### config.mk
export PLATFORM = sky130hd
export DESIGN_NAME = fifo_rd_stream
export DESIGN_NICKNAME = d
export VERILOG_FILES = /design/src/rtl/fifo_pkg.sv /design/src/rtl/fifo_skid_buf.sv /design/src/rtl/fifo_rd_stream.sv
export SDC_FILE = /design/constraint.sdc
export NUM_CORES = 1
export LEC_CHECK = 0
export ABC_AREA = 1
export CAP_MARGIN = 30
export CORE_UTILIZATION = 36
export DETAILED_ROUTE_END_ITERATION = 10
export PLACE_DENSITY = 0.62
export SLEW_MARGIN = 20
export SYNTH_ARGS = -nofsm -noshare
export SYNTH_HDL_FRONTEND = slang
export SYNTH_HIERARCHICAL = 1
export SYNTH_SLANG_ARGS = --single-unit
### constraint.sdc
create_clock -name i_clk_read -period 5.7 [get_ports i_clk_read]
set_clock_uncertainty 0.1 [all_clocks]
set_input_delay 0.57 -clock i_clk_read [delete_from_list [all_inputs] [get_ports i_clk_read]]
set_output_delay 0.57 -clock i_clk_read [all_outputs]
set_load 0.02 [all_outputs]
### src/rtl/fifo_pkg.sv
// Shared constants and types for the FIFO read-side drain engine
// (fifo_rd_stream and its 2-entry output buffer).
package fifo_pkg;

    localparam int READ_LATENCY_0    = 0;
    localparam int READ_LATENCY_1    = 1;
    localparam int BUF_DEPTH         = 2;
    localparam int OCC_WIDTH         = $clog2(BUF_DEPTH + 1);
    localparam int CNT_WIDTH_DEFAULT = 16;

    typedef enum logic [OCC_WIDTH-1:0] {
        OCC_EMPTY = 2'd0,
        OCC_ONE   = 2'd1,
        OCC_TWO   = 2'd2
    } occ_state_e;

endpackage

### src/rtl/fifo_skid_buf.sv
// Two-entry output buffer: occupancy FSM, tail capture of returning FIFO data,
// head always in entry 0 with shift-on-dequeue.
module fifo_skid_buf
    import fifo_pkg::*;
#(
    parameter int DATA_WIDTH = 8
) (
    input  logic                  clk,
    input  logic                  rst,
    input  logic                  ret,
    input  logic [DATA_WIDTH-1:0] ret_data,
    input  logic                  ready,
    output logic                  valid,
    output logic                  deq,
    output logic [DATA_WIDTH-1:0] data,
    output logic [OCC_WIDTH-1:0]  occ
);

    occ_state_e            state;
    occ_state_e            state_next;
    logic [DATA_WIDTH-1:0] entry [BUF_DEPTH];
    logic                  wr_idx;

    assign valid = (state != OCC_EMPTY);
    assign deq   = valid & ready;
    assign data  = entry[0];
    assign occ   = state;

    // Tail slot as seen after this cycle's dequeue has shifted the buffer.
    assign wr_idx = (state == OCC_TWO) || ((state == OCC_ONE) && !deq);

    // NOTE: state registers use non-blocking assignments so every flop samples
    // pre-edge values regardless of process evaluation order.
    always_ff @(posedge clk or posedge rst) begin
        if (rst) begin
            state <= OCC_EMPTY;
        end else begin
            state <= state_next;
        end
    end

    // NOTE: default assigned first so no path through the case leaves
    // state_next unassigned and infers a latch.
    always_comb begin
        state_next = state;
        case ({ret, deq})
            2'b10: begin
                case (state)
                    OCC_EMPTY: state_next = OCC_ONE;
                    OCC_ONE:   state_next = OCC_TWO;
                    default:   state_next = state;
                endcase
            end
            2'b01: begin
                case (state)
                    OCC_TWO: state_next = OCC_ONE;
                    OCC_ONE: state_next = OCC_EMPTY;
                    default: state_next = state;
                endcase
            end
            default: state_next = state;
        endcase
    end

    // NOTE: the data entries are reset because the head entry is the visible
    // o_m_data output, which must read zero out of reset.
    always_ff @(posedge clk or posedge rst) begin
        if (rst) begin
            entry[0] <= '0;
            entry[1] <= '0;
        end else begin
            if (deq && (state == OCC_TWO)) begin
                entry[0] <= entry[1];
            end
            if (ret) begin
                entry[wr_idx] <= ret_data;
            end
        end
    end

    // The credit rule upstream keeps a return from ever meeting a full buffer.
    no_overflow: assert property (@(posedge clk) disable iff (rst)
        !(ret && !deq && (state == OCC_TWO)))
        else $error("fifo_skid_buf: return into full buffer");

endmodule

### src/rtl/fifo_rd_stream.sv
// Read-side drain engine: credit-based pops against the FIFO read port feeding a
// 2-entry buffer presented as a valid/ready stream. Optional pop counter: FIFO_RD_STREAM_CNT_EN.
module fifo_rd_stream
    import fifo_pkg::*;
#(
    parameter int DATA_WIDTH   = 8,
    parameter int READ_LATENCY = READ_LATENCY_1,
    parameter int CNT_WIDTH    = CNT_WIDTH_DEFAULT
) (
    input  logic                  i_clk_read,
    input  logic                  i_RST,
    output logic                  o_fifo_rd_en,
    input  logic [DATA_WIDTH-1:0] i_fifo_rd_data,
    input  logic                  i_fifo_empty,
    output logic                  o_m_valid,
    output logic [DATA_WIDTH-1:0] o_m_data,
    input  logic                  i_m_ready
`ifdef FIFO_RD_STREAM_CNT_EN
    ,
    output logic [CNT_WIDTH-1:0]  o_pop_count
`endif
);

    logic                 inflight;
    logic                 ret;
    logic                 deq;
    logic [OCC_WIDTH-1:0] occ;
    logic [OCC_WIDTH:0]   credit_used;

    // Slots committed after this cycle's dequeue; the ready->rd_en path is
    // combinational so a full buffer can still pop while it drains.
    assign credit_used  = {1'b0, occ} + (OCC_WIDTH+1)'(inflight) - (OCC_WIDTH+1)'(deq);
    assign o_fifo_rd_en = ~i_RST & ~i_fifo_empty & (credit_used < (OCC_WIDTH+1)'(BUF_DEPTH));

    generate
        if (READ_LATENCY == READ_LATENCY_0) begin : g_lat0
            assign inflight = 1'b0;
            assign ret      = o_fifo_rd_en;
        end else begin : g_lat1
            logic inflight_q;

            always_ff @(posedge i_clk_read or posedge i_RST) begin
                if (i_RST) begin
                    inflight_q <= 1'b0;
                end else begin
                    inflight_q <= o_fifo_rd_en;
                end
            end

            assign inflight = inflight_q;
            assign ret      = inflight_q;
        end
    endgenerate

    fifo_skid_buf #(
        .DATA_WIDTH (DATA_WIDTH)
    ) u_buf (
        .clk      (i_clk_read),
        .rst      (i_RST),
        .ret      (ret),
        .ret_data (i_fifo_rd_data),
        .ready    (i_m_ready),
        .valid    (o_m_valid),
        .deq      (deq),
        .data     (o_m_data),
        .occ      (occ)
    );

`ifdef FIFO_RD_STREAM_CNT_EN
    always_ff @(posedge i_clk_read or posedge i_RST) begin
        if (i_RST) begin
            o_pop_count <= '0;
        end else if (deq) begin
            o_pop_count <= o_pop_count + CNT_WIDTH'(1);
        end
    end
`endif

endmodule
==> metrics.csv, run 1 <==
stage,metric,value,unit
placed_design,gp weighted congestion,0.796,
sta,fmax,262,MHz
detailed_routing,drt wl/cell,11.7,um
clock_network,number of buffers created by CTS,3,
logic_synthesis,Mapped Area,0.00114,sq mm
grt,Tot GR Track Use,16.8,%
sta,setup TNS,0,ns
floorplanning,core area,0.00303,sq mm
grt,grt total ovfl,0,
layout,ant diodes,0,
clock_network,post-CTS sizing,0,
power,peak supply drop,0.219,mV
clock_network,total clock sinks,19,
worst_hold_path,worst min path class,input port to asynchronous set/reset pin,
power,PD cells,479,mW/mm^2
grt,first-pass GRT wire length,4280,um
outcome,status,finished clean,
placed_design,input/output buffers,21,
layout,area delta synth->final,17.1,%
clock_network,clk_lat worst skew,0.30,ns
sta,count of final setup violators,0,
clock_network,Max clock buf depth,2,
clock_network,clock root cell,clkbuf_4,
floorplanning,die height,58.3,um
worst_setup_path,R2R Setup Slk,3.36,ns
grt,initial antenna violation count,0,
layout,layout cells sized above 1,8.28,%
logic_synthesis,register area share after synthesis,41.7,%
logic_synthesis,average size of a mapped cell,7.82,sq um
worst_setup_path,Critical Path RT,5.03,ns
worst_setup_path,WP data arrival,3.14,ns
sta,Max-Slew Margin vs Limit,51.6,%
power,Pleak,0.682,nW
worst_setup_path,WS Path Type,input port to output pin,
logic_synthesis,Netlist cell types,18,
floorplanning,Row Count,20,
detailed_routing,Final ANT Viol Nets,0,
layout,most frequent cells in the layout,"61 x nand2_1, 21 x clkdlybuf4s50_1, 19 x dfrtp_1, 16 x nand4_1, 11 x nand3_1",
worst_setup_path,reg-to-reg startpoint,u_buf/occ[1]$_DFFE_PP0P_,
worst_setup_path,CP Launch Type,input port,
floorplanning,die width,58.3,um
clock_network,CTS tree,done,
clock_network,hold bufs inserted after CTS,0,
sta,Tightest Pin Transition,0.725,ns
detailed_routing,Detailed Route WL,2350,um
detailed_routing,via count,952,
detailed_routing,Post-route DRC,0,
logic_synthesis,post-synthesis cell count,146,
worst_setup_path,"Max FO, Critical Path",11,
layout,"commonest non-fill, non-tap cell in the layout",nand2_1,
floorplanning,Initial Util,37.7,%
worst_setup_path,worst r2r path cells,10,
sta,count of final hold-check violations,0,
clock_network,Clock transition at path regs,0.11,ns
logic_synthesis,syn nets,162,
detailed_routing,DR vias/cell,4.74,
grt,largest net degree at the start of global routing,22,
logic_synthesis,register bit total from synthesis,19,
detailed_routing,1st-pass router iterations,4,
clock_network,post-CTS setup repair buffer count,0,
layout,fillcell total,318,
clock_network,H-tree depth,1,
sta,RSZ-0062 raised after global routing,no,
worst_setup_path,reg2reg end,g_lat1.inflight_q$_DFF_PP0_,
detailed_routing,1st-iter DRT viols,37,
logic_synthesis,synth warn,6,
layout,# nets final,174,
job,MaxCap Viol Count,0,
grt,vias in the first global route,970,
floorplanning,Die Footprint,0.00340,sq mm
sta,tightest hold margin,0.332,ns
floorplanning,io pins,22,
sta,Final period util,66.9,%
worst_setup_path,Worst setup EP type,output pin,
sta,Period minus WS final,3.81,ns
placed_design,post-DP HPWL,1690,um
sta,Slew Limit Fails,0,
-- layer usage --
layer	vias up	track usage, %	wire (um)
met4	0	7.82	44
met1	431	20.7	1050
li1	485	-	-
met5	-	0	0
met2	31	28.7	1140
met3	5	3.08	113
-- stage by stage --
stage	worst slack, ns	instance area (sq um)	util, %	power (mW)	std cells
2_1_floorplan	2.81	1140	-	0.504	146
3_3_place_gp	1.92	1310	43.2	0.562	197
3_5_place_dp	1.88	1310	43.2	0.577	197
4_1_cts	1.86	1340	44.1	0.648	201
5_1_grt	1.75	1340	44.1	0.709	201
6_report	1.89	1340	44.1	0.640	201
-- report_power, final --
| part | total [mW] | switching [mW] | internal (mW) |
|---|---|---|---|
| Clock | 0.0691 | 0.0430 | 0.0261 |
| Combinational | 0.320 | 0.190 | 0.130 |
| Sequential | 0.251 | 0.0605 | 0.190 |
-- worst max-delay path by stage --
stage	to	slack [ns]	from
floorplan	o_fifo_rd_en	2.81	u_buf/occ[0]$_DFFE_PP0P_
global placement	o_fifo_rd_en	1.92	i_m_ready
detailed placement	o_fifo_rd_en	1.88	i_m_ready
CTS	o_fifo_rd_en	1.86	i_m_ready
global route	o_fifo_rd_en	1.75	i_m_ready
finish	o_fifo_rd_en	1.89	i_m_ready
-- cell type report --
cell class              count  area, sq um  share of cell area, %
well taps                  44         55.1                   4.12
repair buffers             21          210                   15.7
multi-input cells         101          523                   39.1
inverters                  12         45.0                   3.37
clock buffers               3         22.5                   1.69
flip-flops and latches     19          475                   35.6
clock inverters             1         5.00                  0.375
-- synth_stat cells --
cell type	number	share of area, %
nand2_1	61	20
dfrtp_1	19	42
nand4_1	16	8.8
nand3_1	11	4.8
buf_4	9	5.9
inv_1	9	3.0
buf_2	3	1.3
ha_1	3	3.3
inv_2	3	0.99
nand2_2	2	1.1
nand3_4	2	3.1
nor2_1	2	0.66
a21oi_1	1	0.44
buf_6	1	0.99
clkbuf_1	1	0.33
fa_1	1	1.8
nand2_4	1	0.99
nand3_2	1	0.88
-- cell families (layout without fill, tap and decap cells) --
group | Yosys count | in the layout | share of synthesized area [%]
simple gates | 96 | 96 | 40.4
buf+inv | 26 | 37 | 12.5
flops | 19 | 19 | 41.7
fa+ha+maj | 4 | 4 | 5.04
compound gates | 1 | 1 | 0.438
-- worst max-delay path: stages --
cell	delay, ns
clkdlybuf4s50_1	0.70
nand2_1	0.13
inv_1	0.10
ha_1	0.23
inv_1	0.05
nand2_1	0.05
fa_1	0.49
nand3_1	0.07
nor2_1	0.13
clkdlybuf4s50_1	0.62
Note: power is estimated with default switching activity, not from simulation.
==> run 2, diff against run 1 <==
--- a/config.mk
+++ b/config.mk
@@ -9,7 +9,7 @@
 export CAP_MARGIN = 30
 export CORE_UTILIZATION = 36
 export DETAILED_ROUTE_END_ITERATION = 10
-export PLACE_DENSITY = 0.62
+export PLACE_DENSITY = 0.64
 export SLEW_MARGIN = 20
 export SYNTH_ARGS = -nofsm -noshare
 export SYNTH_HDL_FRONTEND = slang
==> constraint.sdc (replaced) <==
create_clock -name i_clk_read -period 3.5 [get_ports i_clk_read]
set_clock_uncertainty 0.1 [all_clocks]
set_input_delay 0.35 -clock i_clk_read [delete_from_list [all_inputs] [get_ports i_clk_read]]
set_output_delay 0.35 -clock i_clk_read [all_outputs]
set_load 0.02 [all_outputs]
==> metrics.csv, run 2 (same netlist as run 1, synthesis figures left out) <==
stage,metric,value,unit,change
grt,met3 Use GR,2.20,%,was 3.08%
worst_setup_path,Critical Path RT,3.05,ns,was 5.03 ns
placed_design,DP Area,0.00133,sq mm,was 0.00131 sq mm
grt,M2 GR Usage,26.6,%,was 28.7%
floorplanning,core area,0.00303,sq mm,unchanged
clock_network,number of buffers created by CTS,3,,unchanged
worst_setup_path,"Max FO, Critical Path",11,,unchanged
sta,Final period util,83.6,%,
power,peak supply drop,0.210,mV,was 0.219 mV
detailed_routing,DR vias/cell,4.70,,was 4.74
detailed_routing,Post-route DRC,2,,was 0
grt,grt peak-use layer,met2,,unchanged
clock_network,Clock transition at path regs,0.10,ns,was 0.11 ns
grt,largest net degree at the start of global routing,21,,was 22
worst_setup_path,R2R Setup Slk,1.38,ns,was 3.36 ns
layout,layout cells sized above 1,9.38,%,was 8.28%
power,Pleak,0.712,nW,was 0.682 nW
placed_design,dpl ws,0.388,ns,was 1.88 ns
sta,fmax,342,MHz,
floorplanning,io pins,22,,unchanged
grt,initial antenna violation count,0,,unchanged
clock_network,clk_lat worst skew,0.29,ns,was 0.30 ns
sta,Period minus WS final,2.92,ns,
clock_network,Max clock buf depth,2,,unchanged
clock_network,clock root cell,clkbuf_4,,unchanged
outcome,status,"complete, but fails checks",,was finished clean
sta,count of final setup violators,0,,unchanged
layout,final core utilization,45.0,%,was 44.1%
worst_setup_path,worst r2r path cells,10,,unchanged
sta,RSZ-0062 raised after global routing,no,,unchanged
layout,most frequent cells in the layout,"61 x nand2_1, 20 x clkdlybuf4s50_1, 19 x dfrtp_1, 16 x nand4_1, 11 x nand3_1",,"was 61 x nand2_1, 21 x clkdlybuf4s50_1, 19 x dfrtp_1, 16 x nand4_1, 11 x nand3_1"
sta,setup TNS,0,ns,unchanged
power,PD cells,774,mW/mm^2,was 479 mW/mm^2
floorplanning,die height,58.3,um,unchanged
floorplanning,Die Footprint,0.00340,sq mm,unchanged
layout,# nets final,177,,was 174
clock_network,CTS tree,done,,unchanged
job,MaxCap Viol Count,0,,unchanged
layout,"commonest non-fill, non-tap cell in the layout",nand2_1,,unchanged
grt,grt total ovfl,0,,unchanged
detailed_routing,Final ANT Viol Nets,0,,unchanged
clock_network,total clock sinks,19,,unchanged
layout,ant diodes,0,,unchanged
floorplanning,Initial Util,37.7,%,unchanged
clock_network,H-tree depth,1,,unchanged
worst_setup_path,reg-to-reg startpoint,u_buf/occ[0]$_DFFE_PP0P_,,was u_buf/occ[1]$_DFFE_PP0P_
grt,vias in the first global route,933,,was 970
sta,setup slack after layout,0.576,ns,was 1.89 ns
worst_hold_path,worst min path class,input port to asynchronous set/reset pin,,unchanged
clock_network,hold bufs inserted after CTS,0,,unchanged
sta,count of final hold-check violations,0,,unchanged
grt,Tot GR Track Use,16.2,%,was 16.8%
layout,final instance area,0.00136,sq mm,was 0.00134 sq mm
grt,met1 usage,21.6,%,was 20.7%
outcome,violated checks,DRC,,
clock_network,post-CTS setup repair buffer count,0,,unchanged
worst_setup_path,WS Path Type,flop to output pin,,was input port to output pin
placed_design,input/output buffers,21,,unchanged
worst_setup_path,WP data arrival,2.47,ns,was 3.14 ns
layout,area delta synth->final,19.4,%,was 17.1%
detailed_routing,via count,959,,was 952
worst_setup_path,reg2reg end,g_lat1.inflight_q$_DFF_PP0_,,unchanged
sta,Max-Slew Margin vs Limit,52.9,%,was 51.6%
placed_design,post-DP HPWL,1810,um,was 1690 um
detailed_routing,1st-iter DRT viols,44,,was 37
detailed_routing,Detailed Route WL,2320,um,was 2350 um
worst_setup_path,Worst setup EP type,output pin,,unchanged
detailed_routing,drt wl/cell,11.4,um,was 11.7 um
grt,first-pass GRT wire length,4220,um,was 4280 um
worst_setup_path,CP Launch Type,flop,,was input port
floorplanning,Row Count,20,,unchanged
detailed_routing,1st-pass router iterations,9,,was 4
sta,Tightest Pin Transition,0.706,ns,was 0.725 ns
placed_design,gp weighted congestion,0.804,,was 0.796
layout,Finished Layout Cells,204,,was 201
sta,Slew Limit Fails,0,,unchanged
floorplanning,die width,58.3,um,unchanged
clock_network,post-CTS sizing,0,,unchanged
placed_design,placed cell count,200,,was 197
==> run 2: area by class of cell <==
cell class	instances	area [sq um]
Clock buffer	4	26.3
Fill cell	315	1670
Inverter	12	47.5
Multi-Input combinational cell	101	523
Sequential cell	19	475
Tap cell	44	55.1
Timing Repair Buffer	24	235
==> run 2: how the worst max path moves through the flow <==
stage,cells after the start,startpoint,endpoint,slack (ns)
5_1_grt,11,u_buf/occ[0]$_DFFE_PP0P_,o_fifo_rd_en,0.34
3_5_place_dp,10,i_m_ready,o_fifo_rd_en,0.39
3_3_place_gp,10,i_m_ready,o_fifo_rd_en,0.46
2_1_floorplan,11,u_buf/occ[0]$_DFFE_PP0P_,o_fifo_rd_en,0.83
6_report,11,u_buf/occ[0]$_DFFE_PP0P_,o_fifo_rd_en,0.58
4_1_cts,11,u_buf/occ[0]$_DFFE_PP0P_,o_fifo_rd_en,0.12
==> run 2: through the flow <==
step,power [mW],hold slack (ns)
3_5_place_dp,0.951,0.369
6_report,1.05,0.132
4_1_cts,1.06,0.121
3_3_place_gp,0.924,0.357
5_1_grt,1.17,0.121
2_1_floorplan,0.821,-0.0225
==> run 2: critical path, cell delays in order, from the launching register on <==
cell            delay (ns)
dfrtp_1               0.48
inv_4                 0.16
nand2_1               0.09
nand2_1               0.08
inv_1                 0.06
ha_1                  0.29
inv_1                 0.05
nand2_1               0.06
fa_1                  0.49
nand3_1               0.07
nor2_1                0.12
dlymetal6s2s_1        0.23
==> run 2: metal layers <==
metal	vias to the layer above	share of wire, %
li1	496	-
met1	433	46
met2	28	48
met3	2	4.4
met4	0	1.0
met5	-	0
==> run 2: report_power, final <==
part	switching [mW]	leakage, nW	internal, mW
Clock	0.0632	0.0150	0.0442
Combinational	0.348	0.454	0.224
Sequential	0.0643	0.243	0.311
Total	0.476	0.712	0.579
==> run 3, diff against run 2 <==
==> constraint.sdc (replaced) <==
create_clock -name i_clk_read -period 2.6 [get_ports i_clk_read]
set_clock_uncertainty 0.1 [all_clocks]
set_input_delay 0.26 -clock i_clk_read [delete_from_list [all_inputs] [get_ports i_clk_read]]
set_output_delay 0.26 -clock i_clk_read [all_outputs]
set_load 0.02 [all_outputs]
==> metrics.csv, run 3 (same netlist as run 1, synthesis figures left out) <==
stage,metric,value,unit,change
placed_design,input/output buffers,21,,unchanged
detailed_routing,top sig layer,met4,,unchanged
layout,Finished Layout Cells,210,,was 204
layout,"commonest non-fill, non-tap cell in the layout",nand2_1,,unchanged
floorplanning,Initial Util,37.7,%,unchanged
worst_setup_path,WP data arrival,2.14,ns,was 2.47 ns
detailed_routing,metal2 WL,1220,um,was 1120 um
clock_network,clk_lat worst skew,0.30,ns,was 0.29 ns
sta,Max-Slew Margin vs Limit,55.5,%,was 52.9%
sta,setup TNS,0,ns,unchanged
layout,layout cells sized above 1,18.1,%,was 9.38%
worst_setup_path,"Max FO, Critical Path",2,,was 11
layout,ant diodes,0,,unchanged
worst_setup_path,CP Launch Type,flop,,unchanged
layout,# nets final,183,,was 177
placed_design,dpl ws,-0.318,ns,was 0.388 ns
detailed_routing,drt wl/cell,11.3,um,was 11.4 um
clock_network,total clock sinks,19,,unchanged
detailed_routing,Post-route DRC,0,,was 2
clock_network,H-tree depth,1,,unchanged
worst_setup_path,worst r2r path cells,10,,unchanged
floorplanning,Die Footprint,0.00340,sq mm,unchanged
grt,Tot GR Track Use,15.0,%,was 16.2%
sta,Period minus WS final,2.50,ns,
sta,count of final setup violators,0,,unchanged
floorplanning,die height,58.3,um,unchanged
sta,fmax,401,MHz,
placed_design,post-DP HPWL,1830,um,was 1810 um
placed_design,placed cell count,205,,was 200
layout,most frequent cells in the layout,"58 x nand2_1, 20 x clkdlybuf4s50_1, 19 x dfrtp_1, 16 x nand4_1, 11 x nand3_1",,"was 61 x nand2_1, 20 x clkdlybuf4s50_1, 19 x dfrtp_1, 16 x nand4_1, 11 x nand3_1"
layout,area delta synth->final,25.1,%,was 19.4%
detailed_routing,met1 WL,1060,um,was 1070 um
clock_network,number of buffers created by CTS,3,,unchanged
power,Pleak,0.727,nW,was 0.712 nW
grt,grt total ovfl,0,,unchanged
detailed_routing,Final ANT Viol Nets,0,,unchanged
power,"Power, Total",1.51,mW,was 1.05 mW
floorplanning,Row Count,20,,unchanged
detailed_routing,via count,984,,was 959
floorplanning,io pins,22,,unchanged
worst_setup_path,reg2reg end,g_lat1.inflight_q$_DFF_PP0_,,unchanged
worst_setup_path,WS Path Type,flop to output pin,,unchanged
worst_setup_path,reg-to-reg startpoint,u_buf/occ[0]$_DFFE_PP0P_,,unchanged
worst_setup_path,source of the critical timing path,u_buf/occ[0]$_DFFE_PP0P_,,unchanged
placed_design,gp weighted congestion,0.786,,was 0.804
grt,first-pass GRT wire length,3960,um,was 4220 um
detailed_routing,DR vias/cell,4.69,,was 4.70
worst_setup_path,Worst setup EP type,output pin,,unchanged
detailed_routing,1st-pass router iterations,6,,was 9
detailed_routing,Detailed Route WL,2380,um,was 2320 um
sta,setup slack after layout,0.103,ns,was 0.576 ns
floorplanning,die width,58.3,um,unchanged
floorplanning,core area,0.00303,sq mm,unchanged
detailed_routing,met3 WL,55,um,was 101 um
clock_network,Max clock buf depth,2,,unchanged
outcome,status,finished clean,,"was complete, but fails checks"
sta,Tightest Pin Transition,0.667,ns,was 0.706 ns
clock_network,hold bufs inserted after CTS,0,,unchanged
grt,largest net degree at the start of global routing,21,,unchanged
power,peak supply drop,0.353,mV,was 0.210 mV
sta,Final period util,96.0,%,
detailed_routing,1st-iter DRT viols,73,,was 44
worst_setup_path,Critical Path RT,2.24,ns,was 3.05 ns
clock_network,CTS tree,done,,unchanged
clock_network,Clock transition at path regs,0.11,ns,was 0.10 ns
sta,count of final hold-check violations,0,,unchanged
worst_hold_path,worst min path class,input port to asynchronous set/reset pin,,unchanged
grt,vias in the first global route,940,,was 933
sta,Slew Limit Fails,0,,unchanged
power,PD cells,1060,mW/mm^2,was 774 mW/mm^2
job,MaxCap Viol Count,0,,unchanged
clock_network,clock root cell,clkbuf_4,,unchanged
worst_setup_path,R2R Setup Slk,0.73,ns,was 1.38 ns
grt,initial antenna violation count,0,,unchanged
## run 3: changes by cell type in the layout (fill, tap and decap cells not counted), sizes merged
cell          before  now
buf                3   10
clkbuf             4    3
clkinv             0    1
dlymetal6s2s       1    0
## run 3: area by class of cell
class	instances	area, sq um
multi-input cells	101	546
clock inverters	1	5.00
fillers	306	1600
well taps	44	55.1
flip-flops and latches	19	475
repair buffers	30	279
clock buffers	3	22.5
inverters	12	45.0
## run 3: worst max-delay path, cell delays in order, from the launching register on
cell,delay (ns)
dfrtp_1,0.41
inv_2,0.07
nand2_2,0.06
nand2_2,0.07
inv_2,0.05
ha_4,0.20
inv_2,0.05
nand2_2,0.05
fa_1,0.50
nand3_1,0.08
nor2_2,0.14
buf_6,0.13
## run 3: layer usage
metal | up-vias | track usage [%]
met5 | - | 0
met4 | 0 | 6.80
met3 | 4 | 1.98
met2 | 19 | 25.6
met1 | 452 | 18.8
li1 | 509 | -
## run 3: what timing repair did
action / in CTS / in global routing
setup buffers: 0 / 1
endpoints found under the setup margin: 1 / 1
resized for setup: 5 / 8
pin swaps: 1 / 5
## run 3: report_power, final
group	switching, mW	total (mW)	internal [mW]
logic	0.513	0.871	0.358
clock network	0.0978	0.155	0.0574
registers	0.0674	0.486	0.418
## run 3: metrics by stage
step | util [%] | hold WS [ns] | area (sq um)
final | 47.1 | 0.0181 | 1430
after global routing | 47.1 | 0.0148 | 1430
after CTS | 46.0 | 0.0103 | 1390
after detailed placement | 45.2 | 0.353 | 1370
after global placement | 45.2 | 0.351 | 1370
after floorplan | - | -0.112 | 1140
## run 3: how the worst max path moves through the flow
| stage | end | cells after the start |
|---|---|---|
| 2_1_floorplan | o_fifo_rd_en | 11 |
| 3_3_place_gp | o_fifo_rd_en | 10 |
| 3_5_place_dp | o_fifo_rd_en | 10 |
| 4_1_cts | o_fifo_rd_en | 11 |
| 5_1_grt | o_fifo_rd_en | 11 |
| 6_report | o_fifo_rd_en | 11 |
